--- config.mk ---
export PLATFORM = sky130hd
export DESIGN_NAME = commutation_monitor
export DESIGN_NICKNAME = d
export VERILOG_FILES = /design/src/rtl/commutation_monitor.sv
export SDC_FILE = /design/constraint.sdc
export NUM_CORES = 1
export LEC_CHECK = 0
export ABC_CLOCK_PERIOD_IN_PS = 3900
export BUFFER_PORTS_ARGS = -buffer_cell sky130_fd_sc_hd__clkbuf_2
export CAP_MARGIN = 10
export CORE_MARGIN = 2
export CORE_UTILIZATION = 35
export CTS_BUF_LIST = sky130_fd_sc_hd__clkbuf_4
export DETAILED_ROUTE_END_ITERATION = 10
export GPL_TIMING_DRIVEN = 0
export SETUP_SLACK_MARGIN = 0.1
export SYNTH_ARGS = -nofsm -noshare
export SYNTH_HDL_FRONTEND = slang
export SYNTH_SLANG_ARGS = --single-unit
--- constraint.sdc ---
create_clock -name clk -period 3.9 [get_ports clk]
set_input_delay 0.195 -clock clk [delete_from_list [all_inputs] [get_ports clk]]
set_output_delay 0.195 -clock clk [all_outputs]
set_load 0.02 [all_outputs]
--- src/rtl/commutation_monitor.sv ---
// Gate-drive commutation monitor: classifies the registered gate word, tracks dwell and
// commutation time, reports the connected phase and latches the first protection fault.
module commutation_monitor #(
  parameter int unsigned TDON_MIN  = 2,
  parameter int unsigned TDOFF_MIN = 10,
  parameter int unsigned TCOMM_MAX = 64
) (
  input  logic        clk,
  input  logic        rst,
  input  logic [5:0]  gates,
  input  logic        fault_clr,
  output logic [1:0]  load_phase,
  output logic        phase_valid,
  output logic        commutating,
  output logic        fault,
  output logic [2:0]  fault_code,
  output logic [15:0] comm_count
);

  localparam int unsigned GW = 6;
  localparam int unsigned DW = 8;
  localparam int unsigned CW = 16;
  localparam int unsigned TW = $clog2(TCOMM_MAX + 2);

  localparam logic [DW-1:0] DWELL_MAX = '1;
  localparam logic [DW-1:0] DON_MIN   = DW'(TDON_MIN);
  localparam logic [DW-1:0] DOFF_MIN  = DW'(TDOFF_MIN);
  localparam logic [TW-1:0] TIMER_MAX = TW'(TCOMM_MAX);

  localparam logic [2:0] F_ILLEGAL  = 3'b001;
  localparam logic [2:0] F_MULTI    = 3'b010;
  localparam logic [2:0] F_DON      = 3'b011;
  localparam logic [2:0] F_DOFF     = 3'b100;
  localparam logic [2:0] F_OPEN     = 3'b101;
  localparam logic [2:0] F_TIMEOUT  = 3'b110;

  typedef enum logic [2:0] {
    CLS_ZERO, CLS_SINGLE, CLS_FULL, CLS_OVERLAP, CLS_ILLEGAL
  } pat_cls_t;

  function automatic pat_cls_t classify(input logic [GW-1:0] g);
    pat_cls_t c;
    case (g)
      6'b000000:                   c = CLS_ZERO;
      6'b110000, 6'b001100,
      6'b000011:                   c = CLS_FULL;
      6'b101000, 6'b100010, 6'b001010,
      6'b010100, 6'b010001, 6'b000101: c = CLS_OVERLAP;
      default:                     c = $onehot(g) ? CLS_SINGLE : CLS_ILLEGAL;
    endcase
    return c;
  endfunction

  function automatic logic [1:0] phase_of(input logic [GW-1:0] g);
    logic [1:0] p;
    case (g)
      6'b110000: p = 2'b01;
      6'b001100: p = 2'b10;
      6'b000011: p = 2'b11;
      default:   p = 2'b00;
    endcase
    return p;
  endfunction

  logic [GW-1:0] g_q;
  logic [GW-1:0] g_prev;
  logic [DW-1:0] dwell;
  logic [TW-1:0] timer;
  logic          armed;

  pat_cls_t   cls_cur_c;
  pat_cls_t   cls_prev_c;
  logic       changed_c;
  logic       multi_c;
  logic       comm_c;
  logic       hit_c;
  logic [2:0] code_c;
  logic [1:0] phase_c;

  // Fault detection with fixed priority; dwell holds the outgoing pattern's length on a change.
  always_comb begin
    cls_cur_c  = classify(g_q);
    cls_prev_c = classify(g_prev);
    phase_c    = phase_of(g_q);
    changed_c  = (g_q != g_prev);
    multi_c    = !$onehot0(g_q ^ g_prev);
    comm_c     = armed && (cls_cur_c != CLS_FULL);
    hit_c      = 1'b1;
    code_c     = 3'b000;
    if (cls_cur_c == CLS_ILLEGAL) begin
      code_c = F_ILLEGAL;
    end else if (armed && (cls_cur_c == CLS_ZERO)) begin
      code_c = F_OPEN;
    end else if (armed && multi_c) begin
      code_c = F_MULTI;
    end else if (changed_c && (cls_prev_c == CLS_OVERLAP) && (dwell < DON_MIN)) begin
      code_c = F_DON;
    end else if (changed_c && (cls_prev_c == CLS_SINGLE) && (dwell < DOFF_MIN)) begin
      code_c = F_DOFF;
    end else if (comm_c && (timer >= TIMER_MAX)) begin
      code_c = F_TIMEOUT;
    end else begin
      hit_c = 1'b0;
    end
  end

  always_ff @(posedge clk) begin
    if (rst) begin
      g_q         <= '0;
      g_prev      <= '0;
      dwell       <= '0;
      timer       <= '0;
      armed       <= 1'b0;
      load_phase  <= 2'b00;
      phase_valid <= 1'b0;
      commutating <= 1'b0;
      fault       <= 1'b0;
      fault_code  <= 3'b000;
      comm_count  <= '0;
    end else begin
      g_q    <= gates;
      g_prev <= g_q;

      if (changed_c) begin
        dwell <= DW'(1);
      end else if (dwell != DWELL_MAX) begin
        dwell <= dwell + DW'(1);
      end

      if (g_q != '0) begin
        armed <= 1'b1;
      end

      // Counts consecutive commutating cycles before the current one.
      if (!comm_c) begin
        timer <= '0;
      end else if (timer != TIMER_MAX) begin
        timer <= timer + TW'(1);
      end

      phase_valid <= (cls_cur_c == CLS_FULL);
      commutating <= comm_c;
      if (cls_cur_c == CLS_FULL) begin
        load_phase <= phase_c;
        if ((load_phase != 2'b00) && (phase_c != load_phase)) begin
          comm_count <= comm_count + CW'(1);
        end
      end

      // A fault present in the clear cycle re-latches rather than being lost.
      if (hit_c && (!fault || fault_clr)) begin
        fault      <= 1'b1;
        fault_code <= code_c;
      end else if (fault_clr) begin
        fault      <= 1'b0;
        fault_code <= 3'b000;
      end
    end
  end

endmodule

==> results of run 1 <==
==> through the flow <==
| step | cell area [um^2] | util (%) | power [uW] | instances | hold slack, ns |
|---|---|---|---|---|---|
| after floorplan | 3030 | - | 722 | 350 | 0.323 |
| after detailed placement | 3320 | 40.0 | 774 | 487 | 0.410 |
| final | 3400 | 40.9 | 1020 | 495 | 0.0125 |
| after CTS | 3380 | 40.7 | 1030 | 495 | 0.00615 |
| after global placement | 3320 | 40.0 | 769 | 487 | 0.409 |
| after global routing | 3400 | 40.9 | 1090 | 495 | 0.00415 |
==> layer usage <==
| layer | share of wire, % | up-vias |
|---|---|---|
| li1 | - | 1231 |
| met1 | 46 | 1121 |
| met2 | 49 | 34 |
| met3 | 3.0 | 12 |
| met4 | 2.6 | 0 |
| met5 | 0 | - |
==> worst reg2reg max path: stages (launching register included) <==
cell and delay (ns):
dfxtp_1 0.42, inv_1 0.13, fa_1 0.51, fa_1 0.50
inv_1 0.04, ha_1 0.18, fa_1 0.44, nor2_1 0.10
and3_1 0.18, o311ai_1 0.15, or3_1 0.36, o211ai_1 0.19
nand3_1 0.12, o31ai_1 0.19
==> cells in the final DEF (no fill, tap or decap), types with 4 or more instances in the layout <==
master    instances
xor2_1           13
clkbuf_2         33
a21oi_1          14
and3_1           11
dfxtp_1          52
nor3_1           11
clkbuf_4          5
mux2i_1           5
xnor2_1          19
nand2_1          17
buf_6             6
nor3b_1           4
nand3_1          14
clkbuf_1          5
fa_1              9
nand4_1           6
nor2_1           50
o21ai_0           8
inv_1            34
ha_1             17
nor2b_1          10
==> flip-flops by register name, indices dropped and copies added (netlist names) <==
register,count
commutating,1
fault_code,3
fault,1
g_q,6
armed,1
load_phase,2
phase_valid,1
dwell,8
comm_count,16
timer,7
g_prev,6
==> area by class of cell <==
class / count / area, um^2 / share of cell area (%)
sequential: 52 / 1040 / 30.7
timing repair buffer: 32 / 160 / 4.72
clock buffer: 5 / 37.5 / 1.11
tap: 105 / 131 / 3.87
inverter: 34 / 128 / 3.76
buffer: 15 / 113 / 3.32
multi-input combinational: 249 / 1760 / 51.9
clock inverter: 3 / 22.5 / 0.663
==> cells by family after synthesis <==
kind of cell,after synthesis,synth area share [%]
mux,6,2.03
compound gates,41,8.89
fa+ha+maj,26,13.0
xor+xnor,32,9.26
buf+inv,49,7.94
flops,52,34.4
simple gates,144,24.5
==> path summary, 6_finish.rpt <==
| check | from | end | slack, ns | depth (start not counted) |
|---|---|---|---|---|
| worst max register to register | g_prev[0] | fault_code[2] | 0.33 | 13 |
| worst min register to register | fault_code[2] | fault_code[2] | 0.50 | 2 |
| worst max-delay path | g_prev[0] | fault_code[2] | 0.33 | 13 |
| worst min-delay path | gates[3] | g_q[3] | 0.01 | 2 |
==> power by group through the flow <==
| stage | registers, uW | clock network [uW] | logic [uW] |
|---|---|---|---|
| 2_1_floorplan | 582 | 0 | 141 |
| 3_3_place_gp | 574 | 0 | 195 |
| 3_5_place_dp | 575 | 0 | 199 |
| 4_1_cts | 563 | 266 | 201 |
| 5_1_grt | 566 | 282 | 240 |
| 6_report | 563 | 252 | 208 |
==> what timing repair did <==
item / CTS / global route
gates resized for setup: 0 / 4
endpoints found under the setup margin: 0 / 3
setup buffers: 0 / 0
==> results by group, run 1 <==
CTS
  – Hold buffers post-CTS: 0
  – CTS root buffer: clkbuf_4
  – H-tree depth: 2
  – CTS Sinks: 52
  – Skew-Pair Late Insertion Delay: 0.38 ns
  – Num CTS Buffers: 5
  – CTS tree: built
  – Clk buf depth: 2
  – Clk slew on worst S/H paths: 0.17 ns

Worst setup path
  – Critical-path cell list: inv_1 > fa_1 > fa_1 > inv_1 > ha_1 > fa_1 > nor2_1 > and3_1 > o311ai_1 > or3_1 > o211ai_1 > nand3_1 > o31ai_1
  – Critical path class: flop to flop
  – Worst-path fanout max: 4
  – WP buf/inv: 2
  – Worst setup EP type: flop
  – Slowest Stage Delay on Critical Path: 0.51 ns
  – Required @ worst endpoint: 4.20 ns
  – CP max-delay cell: fa_1
  – CP top delay family: adder cells
  – CP dominant cell by count: fa_1
  – CP startpoint kind: flop
  – Arr. time, crit path: 3.87 ns

Power
  – VDD IR max: 150 uV
  – Internal: 709 uW
  – Flop pwr share: a little under three fifths
  – Power Dens Cells: about 300 nW/um^2
  – Clk pwr share: about 25%
  – Switch Pwr: 313 uW
  – Sw Ratio: 30.6%
  – Logic pwr share: 20.3%
  – LEAKAGE: 0.00146 uW

STA
  – Clk_skew: roughly 0.018 ns
  – Setup TNS: 0 ns
  – Post-route minimum period: 3.57 ns
  – Final hold vios: 0
  – Fmax: 280 MHz
  – Tcrit/Tclk final: 91.6%
  – Max-slew headroom: between 60% and 70%
  – Final setup violation count: 0
  – Final WS setup: 0.329 ns
  – RSZ-0062 raised after global routing: no
  – Max-slew violation count: 0
  – Worst-margin pin slew: 0.570 ns

Min path
  – HP Class: input pin to flop

Yosys
  – Cell with the most instances after synthesis: dfxtp_1
  – Yosys reg bits: 52
  – Top-area cell type share of the netlist area: 34.4%
  – Mapped Nets: 385
  – Post-synthesis area per instance: between 8 and 9 um^2
  – Netlist cell types: 51
  – Cell Area, Synth: 3030 um^2
  – Synth area leader: dfxtp_1
  – Synth Instances: 350
  – Ranking of synthesized cells by area: dfxtp_1, ha_1, nor2_1
  – Post-synth top cells: dfxtp_1, nor2_1, inv_1, xnor2_1
  – Primary FF master, synth: dfxtp_1
  – Post-synth EDFFs: 0
  – Sequential fraction of the synthesis area: about a third
  – Yosys warnings: 0
  – Async set-reset flop share out of synthesis: 0%

Run status
  – Status: finished clean

Global route
  – M1 GR Usage: 15.6%
  – Total global-route track usage: a little over an eighth
  – Vias in the first global route: 2,382
  – GR peak layer: met2
  – Largest net degree at the start of global routing: 18
  – GR Util met2: 23.3%
  – Antenna violations before repair: 0
  – Met3 Resource Use GR: under 10%
  – Grt ovf: 0
  – First-pass GRT wire length: around 11 mm

Detailed routing
  – Residual DRC count: 0
  – Total number of vias: 2,398
  – Routed WL per cell: approximately 12 um
  – DR pass1 iterations: 4
  – Routed wire length: 5.84 mm
  – Routed Antenna Nets: 0
  – Initial drt markers: 84
  – Via density: 4.84

Finish
  – Antenna Cells: 0
  – Layout cells sized above 1: 15.6%
  – Area grow syn2layout: 12.2%
  – Nets: 424
  – Fillers: between 800 and 900

Floorplanning
  – Chip height: 97.0 um
  – Rows: 33
  – Chip width: between 90 and 100 um
  – Starting density of the core: between 30% and 40%
  – Top Ports: 33
  – Die area: 9400 um^2
  – Core Area: around 8300 um^2

Placed design
  – Placement Setup Slack: 0.183 ns
  – Routability cong.: around 0.78
  – Dpl hpwl: 4.47 mm
  – PortBufs: 32

Flow run
  – Max-cap violation count: 0
Power figures use the tool's default switching activity.
==> run 2, diff against run 1 <==
CORE_MARGIN = 1   (was 2)
PLACE_DENSITY_LB_ADDON = 0.25   (was default)
==> run 2 against run 1 <==
Against the previous run: critical endpoint is now fault_code[1]; total power increased by 6.8%; critical path depth is 1 higher; routed wire length shrank 0.63%; flip-flop and latch count did not move; highest routed layer unchanged; sequential power hardly changed; global-route usage grew 0.82 points; count of clock-buffer cells in the layout grew 1; clock skew grew 0.0038 ns; maximum frequency rose by 0.11%; worst hold slack better by 0.012 ns; die area decreased by 4.1%.
==> results by group, run 2 (synthesis results as in run 1) <==
Worst setup path
  – Worst-path fanout max: 4
  – Arr. time, crit path: slightly below 4 ns
  – CP max-delay cell: a21boi_0
  – Critical-path cell list: xnor2_1 > inv_1 > fa_1 > inv_1 > fa_1 > inv_1 > ha_1 > inv_1 > fa_1 > a21boi_0 > nor2b_1 > a21oi_1 > o21ai_0 > nand2_1
  – Slowest Stage Delay on Critical Path: 0.54 ns
  – CP startpoint kind: flop
  – Reg2Reg Setup Slack: 0.33 ns
  – Critical path class: flop to flop
  – CP dominant cell by count: inv_1
  – R2R cell count: 14
  – Worst setup EP type: flop
  – Required @ worst endpoint: 4.24 ns

Power
  – Post-layout power: 1090 uW
  – LEAKAGE: about 0.0015 uW
  – VDD IR max: 142 uV
  – Power Dens Cells: 319 nW/um^2

Global route
  – Total global-route track usage: around 14%
  – GR Util met2: ~25%
  – Vias in the first global route: 2,317
  – Antenna violations before repair: 0
  – M1 GR Usage: 16.8%
  – Grt ovf: 0
  – First-pass GRT wire length: between 9 and 10 mm
  – Met3 Resource Use GR: 2.98%
  – GR peak layer: met2
  – Largest net degree at the start of global routing: 17

Finish
  – Most common cell after layout, fill and taps aside: dfxtp_1
  – Design area: approximately 3400 um^2
  – Max FFs per register: 16
  – Nets: 424
  – Most frequent cells in the layout: dfxtp_1, nor2_1, inv_1
  – Top Registers: comm_count: 16 flops, dwell: 8 flops, timer: 7 flops
  – Biggest register: comm_count
  – Layout cells sized above 1: 15.9%
  – Antenna Cells: 0
  – Area grow syn2layout: 13.1%

STA
  – Tcrit/Tclk final: 91.5%
  – Max-slew headroom: 57.1%
  – Fmax: 280 MHz
  – Final setup violation count: 0
  – Worst-margin pin slew: 0.637 ns
  – Setup TNS: 0 ns
  – Max-slew violation count: 0
  – Clk_skew: 0.0222 ns
  – Post-route minimum period: between 3 and 4 ns
  – RSZ-0062 raised after global routing: yes
  – Final hold vios: 0
  – Final WS setup: approximately 0.33 ns

CTS
  – CTS tree: built
  – Skew-Pair Late Insertion Delay: 0.38 ns
  – H-tree depth: 2
  – Num CTS Buffers: 5
  – Hold buffers post-CTS: 0
  – CTS root buffer: clkbuf_4
  – Clk buf depth: 2
  – CTS Sinks: 52
  – Clk slew on worst S/H paths: 0.17 ns

Placed design
  – Placement Setup Slack: between 0.15 and 0.2 ns
  – Routability cong.: a little over 0.8
  – Post-DP Area: 3320 um^2
  – Dpl hpwl: between 4 and 5 mm
  – PortBufs: 32

Detailed routing
  – Routed WL per cell: 11.7 um
  – Initial drt markers: 84
  – Via density: ~4.8
  – Total number of vias: 2,392
  – Residual DRC count: 0
  – DR pass1 iterations: 5
  – Routed wire length: about 5.8 mm
  – Routed Antenna Nets: 0

Floorplanning
  – Chip height: 95.0 um
  – Core Area: 8300 um^2
  – Starting density of the core: 36.5%
  – Chip width: 95.0 um
  – Die area: 9020 um^2
  – Top Ports: 33
  – Rows: 33

Flow run
  – Max-cap violation count: 0

Min path
  – Hold Path Stages: 2
  – HP Class: input pin to flop

Run status
  – Status: finished clean
## run 2: cell count changes in the layout (fill, tap and decap cells not counted), sizes merged
cell,delta
bufinv,+1
clkinv,-2
clkbuf,+1
## run 2: layout make-up
type                       count  area (um^2)
fill                         864         4880
multi-input combinational    249         1760
sequential                    52         1040
timing repair buffer          32          160
tap                          105          131
inverter                      34          128
buffer                        15          113
clock buffer                   6         45.0
clock inverter                 2         38.8
## run 2: where the power goes
part | internal, uW | switching, uW | total [uW]
clock | 145 | 179 | 324
combinational | 86.3 | 120 | 206
sequential | 549 | 13.2 | 562
## run 2: per-stage QoR
stage / util (%) / hold WS, ns / instances
after global routing: 41.2 / 0.00858 / 495
after global placement: 40.0 / 0.409 / 487
final: 41.2 / 0.0245 / 495
after floorplan: - / 0.323 / 350
after detailed placement: 40.0 / 0.415 / 487
after CTS: 41.0 / 0.0175 / 495
## run 2: routing by layer
layer	wire length, um	vias to the layer above
li1	-	1230
met1	2670	1119
met2	2840	33
met3	202	10
met4	90	0
met5	0	-
## run 2: what timing repair did
| item | in CTS | in global routing |
|---|---|---|
| setup endpoints to repair | 0 | 3 |
| gates resized for setup | 0 | 4 |
| setup buffers | 0 | 0 |
## run 2: path summary, 6_finish.rpt
| path | startpoint | end |
|---|---|---|
| min | gates[0] | g_q[0] |
| max | g_q[0] | fault_code[1] |
| max reg2reg | g_q[0] | fault_code[1] |
| min reg2reg | fault_code[2] | fault_code[2] |
## run 2: worst max-delay path, delay by kind of cell, from the launching register on
family,cells,cell delay (ns)
AO/OA/AOI/OAI,3,0.87
XOR/XNOR,1,0.18
adder cells (fa/ha/maj),4,1.58
buffers and inverters,4,0.24
flip-flops,1,0.45
AND/OR/NAND/NOR,2,0.21
==> run 3, diff against run 2 <==
CORE_UTILIZATION = 61   (was 35)
MAX_ROUTING_LAYER = met4   (was default)
==> run 3 against run 2 <==
Against the previous run: cell area is 2.2% lower; flip-flop and latch count stayed put; largest cell class unchanged; count of clock-buffer cells in the layout stayed put; register-to-register slack hardly changed; utilization is 29 points higher; cell count is 7.7% lower; clock skew is 0.0095 ns lower; critical path depth is 1 lower; non-clock buffer count stayed put.
==> results by group, run 3 (synthesis results as in run 1) <==
Placed design
  – Post-DP Area: 3270 um^2
  – Dpl hpwl: 4.21 mm
  – PortBufs: 32
  – Routability cong.: 0.813

CTS
  – CTS tree: built
  – Num CTS Buffers: 5
  – CTS resizes: 0
  – Clk buf depth: 2
  – Clk slew on worst S/H paths: ~0.15 ns
  – H-tree depth: 2
  – Hold buffers post-CTS: 0
  – Skew-Pair Late Insertion Delay: roughly 0.37 ns
  – CTS Sinks: 52
  – Postcts setup bufs: 0
  – CTS root buffer: clkbuf_4

Floorplanning
  – Core Area: roughly 4800 um^2
  – Starting density of the core: between 60% and 70%
  – Chip height: roughly 72 um
  – Chip width: approximately 72 um
  – Die area: 5250 um^2
  – Top Ports: 33
  – Rows: 25

STA
  – Final hold vios: 0
  – Fmax: 281 MHz
  – Post-route minimum period: around 3.6 ns
  – RSZ-0062 raised after global routing: yes
  – Max-slew headroom: 50.6%
  – Final setup violation count: 0
  – Clk_skew: 0.0126 ns
  – Max-slew violation count: 0
  – Worst-margin pin slew: 0.734 ns
  – Setup TNS: 0 ns
  – Tcrit/Tclk final: 91.2%

Finish
  – Nets: 424
  – Max FFs per register: 16
  – FF+latch area: 1040 um^2
  – Most frequent cells in the layout: dfxtp_1, nor2_1, inv_1
  – Fillers: 394
  – Multi-input logic area: 1760 um^2
  – Design area: between 3000 and 4000 um^2
  – Most common cell after layout, fill and taps aside: dfxtp_1
  – Top Registers: comm_count: 16 flops, dwell: 8 flops, timer: 7 flops
  – Antenna Cells: 0
  – Area grow syn2layout: 10.5%
  – Fin util: 70.3%
  – Biggest register: comm_count
  – Layout cells sized above 1: 15.4%

Worst setup path
  – CP startpoint kind: flop
  – Worst-path fanout max: 4
  – Arr. time, crit path: 3.82 ns
  – Reg2Reg Setup Slack: 0.34 ns
  – Required @ worst endpoint: about 4.2 ns
  – R2R cell count: 13
  – Critical path class: flop to flop
  – Worst R2R End: fault_code[2]
  – Worst setup EP type: flop
  – RR Startpoint: g_q[0]

Run status
  – Status: finished clean

Detailed routing
  – Routed WL per cell: roughly 12 um
  – Initial drt markers: 75
  – Routed wire length: 5.44 mm
  – DR pass1 iterations: 6
  – Residual DRC count: 0
  – Total number of vias: around 2,400
  – Via density: 5.30
  – Routed Antenna Nets: 0

Global route
  – Largest net degree at the start of global routing: 18
  – First-pass GRT wire length: 9.69 mm
  – Total global-route track usage: between 20% and 30%
  – Antenna violations before repair: 0
  – Vias in the first global route: 2,352
  – Grt ovf: 0

Min path
  – HP Class: input pin to flop
  – Min-delay src: gates[4]
  – Hold Path Stages: 2
  – Hold path endpoint: g_q[4]

Power
  – VDD IR max: 202 uV
  – LEAKAGE: 0.00146 uW
  – Power Dens Cells: 305 nW/um^2

Flow run
  – Max-cap violation count: 0
==> run 3: cell count changes in the layout (fill, tap and decap cells not counted) <==
cell       delta
inv_6         +1
dfxtp_2       -1
bufinv_16     -1
nor4_1        +1
nor4_2        -1
dfxtp_1       +1
==> run 3: worst max path at each step <==
stage                   start            end  slack, ns  cells after the start
floorplan           g_prev[0]  fault_code[0]       0.54                     13
global placement    g_prev[0]  fault_code[0]       0.26                     13
detailed placement  g_prev[0]  fault_code[2]       0.21                     13
CTS                 g_prev[0]  fault_code[2]       0.19                     13
global route        g_prev[0]  fault_code[1]       0.08                     14
finish                 g_q[0]  fault_code[2]       0.34                     13
==> run 3: where the power goes <==
group / switching (uW) / leakage, uW / internal [uW] / total [uW]
clock network: 173 / 0.0000367 / 82.9 / 256
logic: 118 / 0.000997 / 85.9 / 204
registers: 12.8 / 0.000424 / 549 / 562
total: 303 / 0.00146 / 718 / 1020
==> run 3: metrics by stage <==
stage,setup slack [ns],total power [uW],cells,hold slack [ns]
finish,0.344,1020,457,0.0244
CTS,0.191,1030,457,0.0171
global placement,0.261,763,449,0.404
global route,0.0784,1080,457,0.00266
floorplan,0.544,722,350,0.323
detailed placement,0.210,770,449,0.408
==> run 3: critical path: stages (launching register included) <==
cell and delay (ns):
dfxtp_1 0.45, inv_1 0.14, fa_1 0.51, fa_1 0.49, inv_1 0.04, ha_1 0.18
fa_1 0.48, nor2_1 0.05, nand2_1 0.10, nor2b_1 0.06, nor4_1 0.56, a2111oi_4 0.11
o211ai_1 0.20, o31ai_1 0.10
==> run 3: cell type report <==
class,instances,share of cell area [%]
sequential,52,31.1
inverter,34,3.82
clock inverter,2,0.524
clock buffer,6,1.35
tap,67,2.51
buffer,15,3.37
multi-input combinational,249,52.5
timing repair buffer,32,4.79
==> run 3: routing by layer <==
metal | global-route usage, % | part of all wire (%)
met1 | 26.7 | 45
met2 | 43.8 | 50
met3 | 4.58 | 3.2
met4 | 4.58 | 1.1
met5 | - | 0
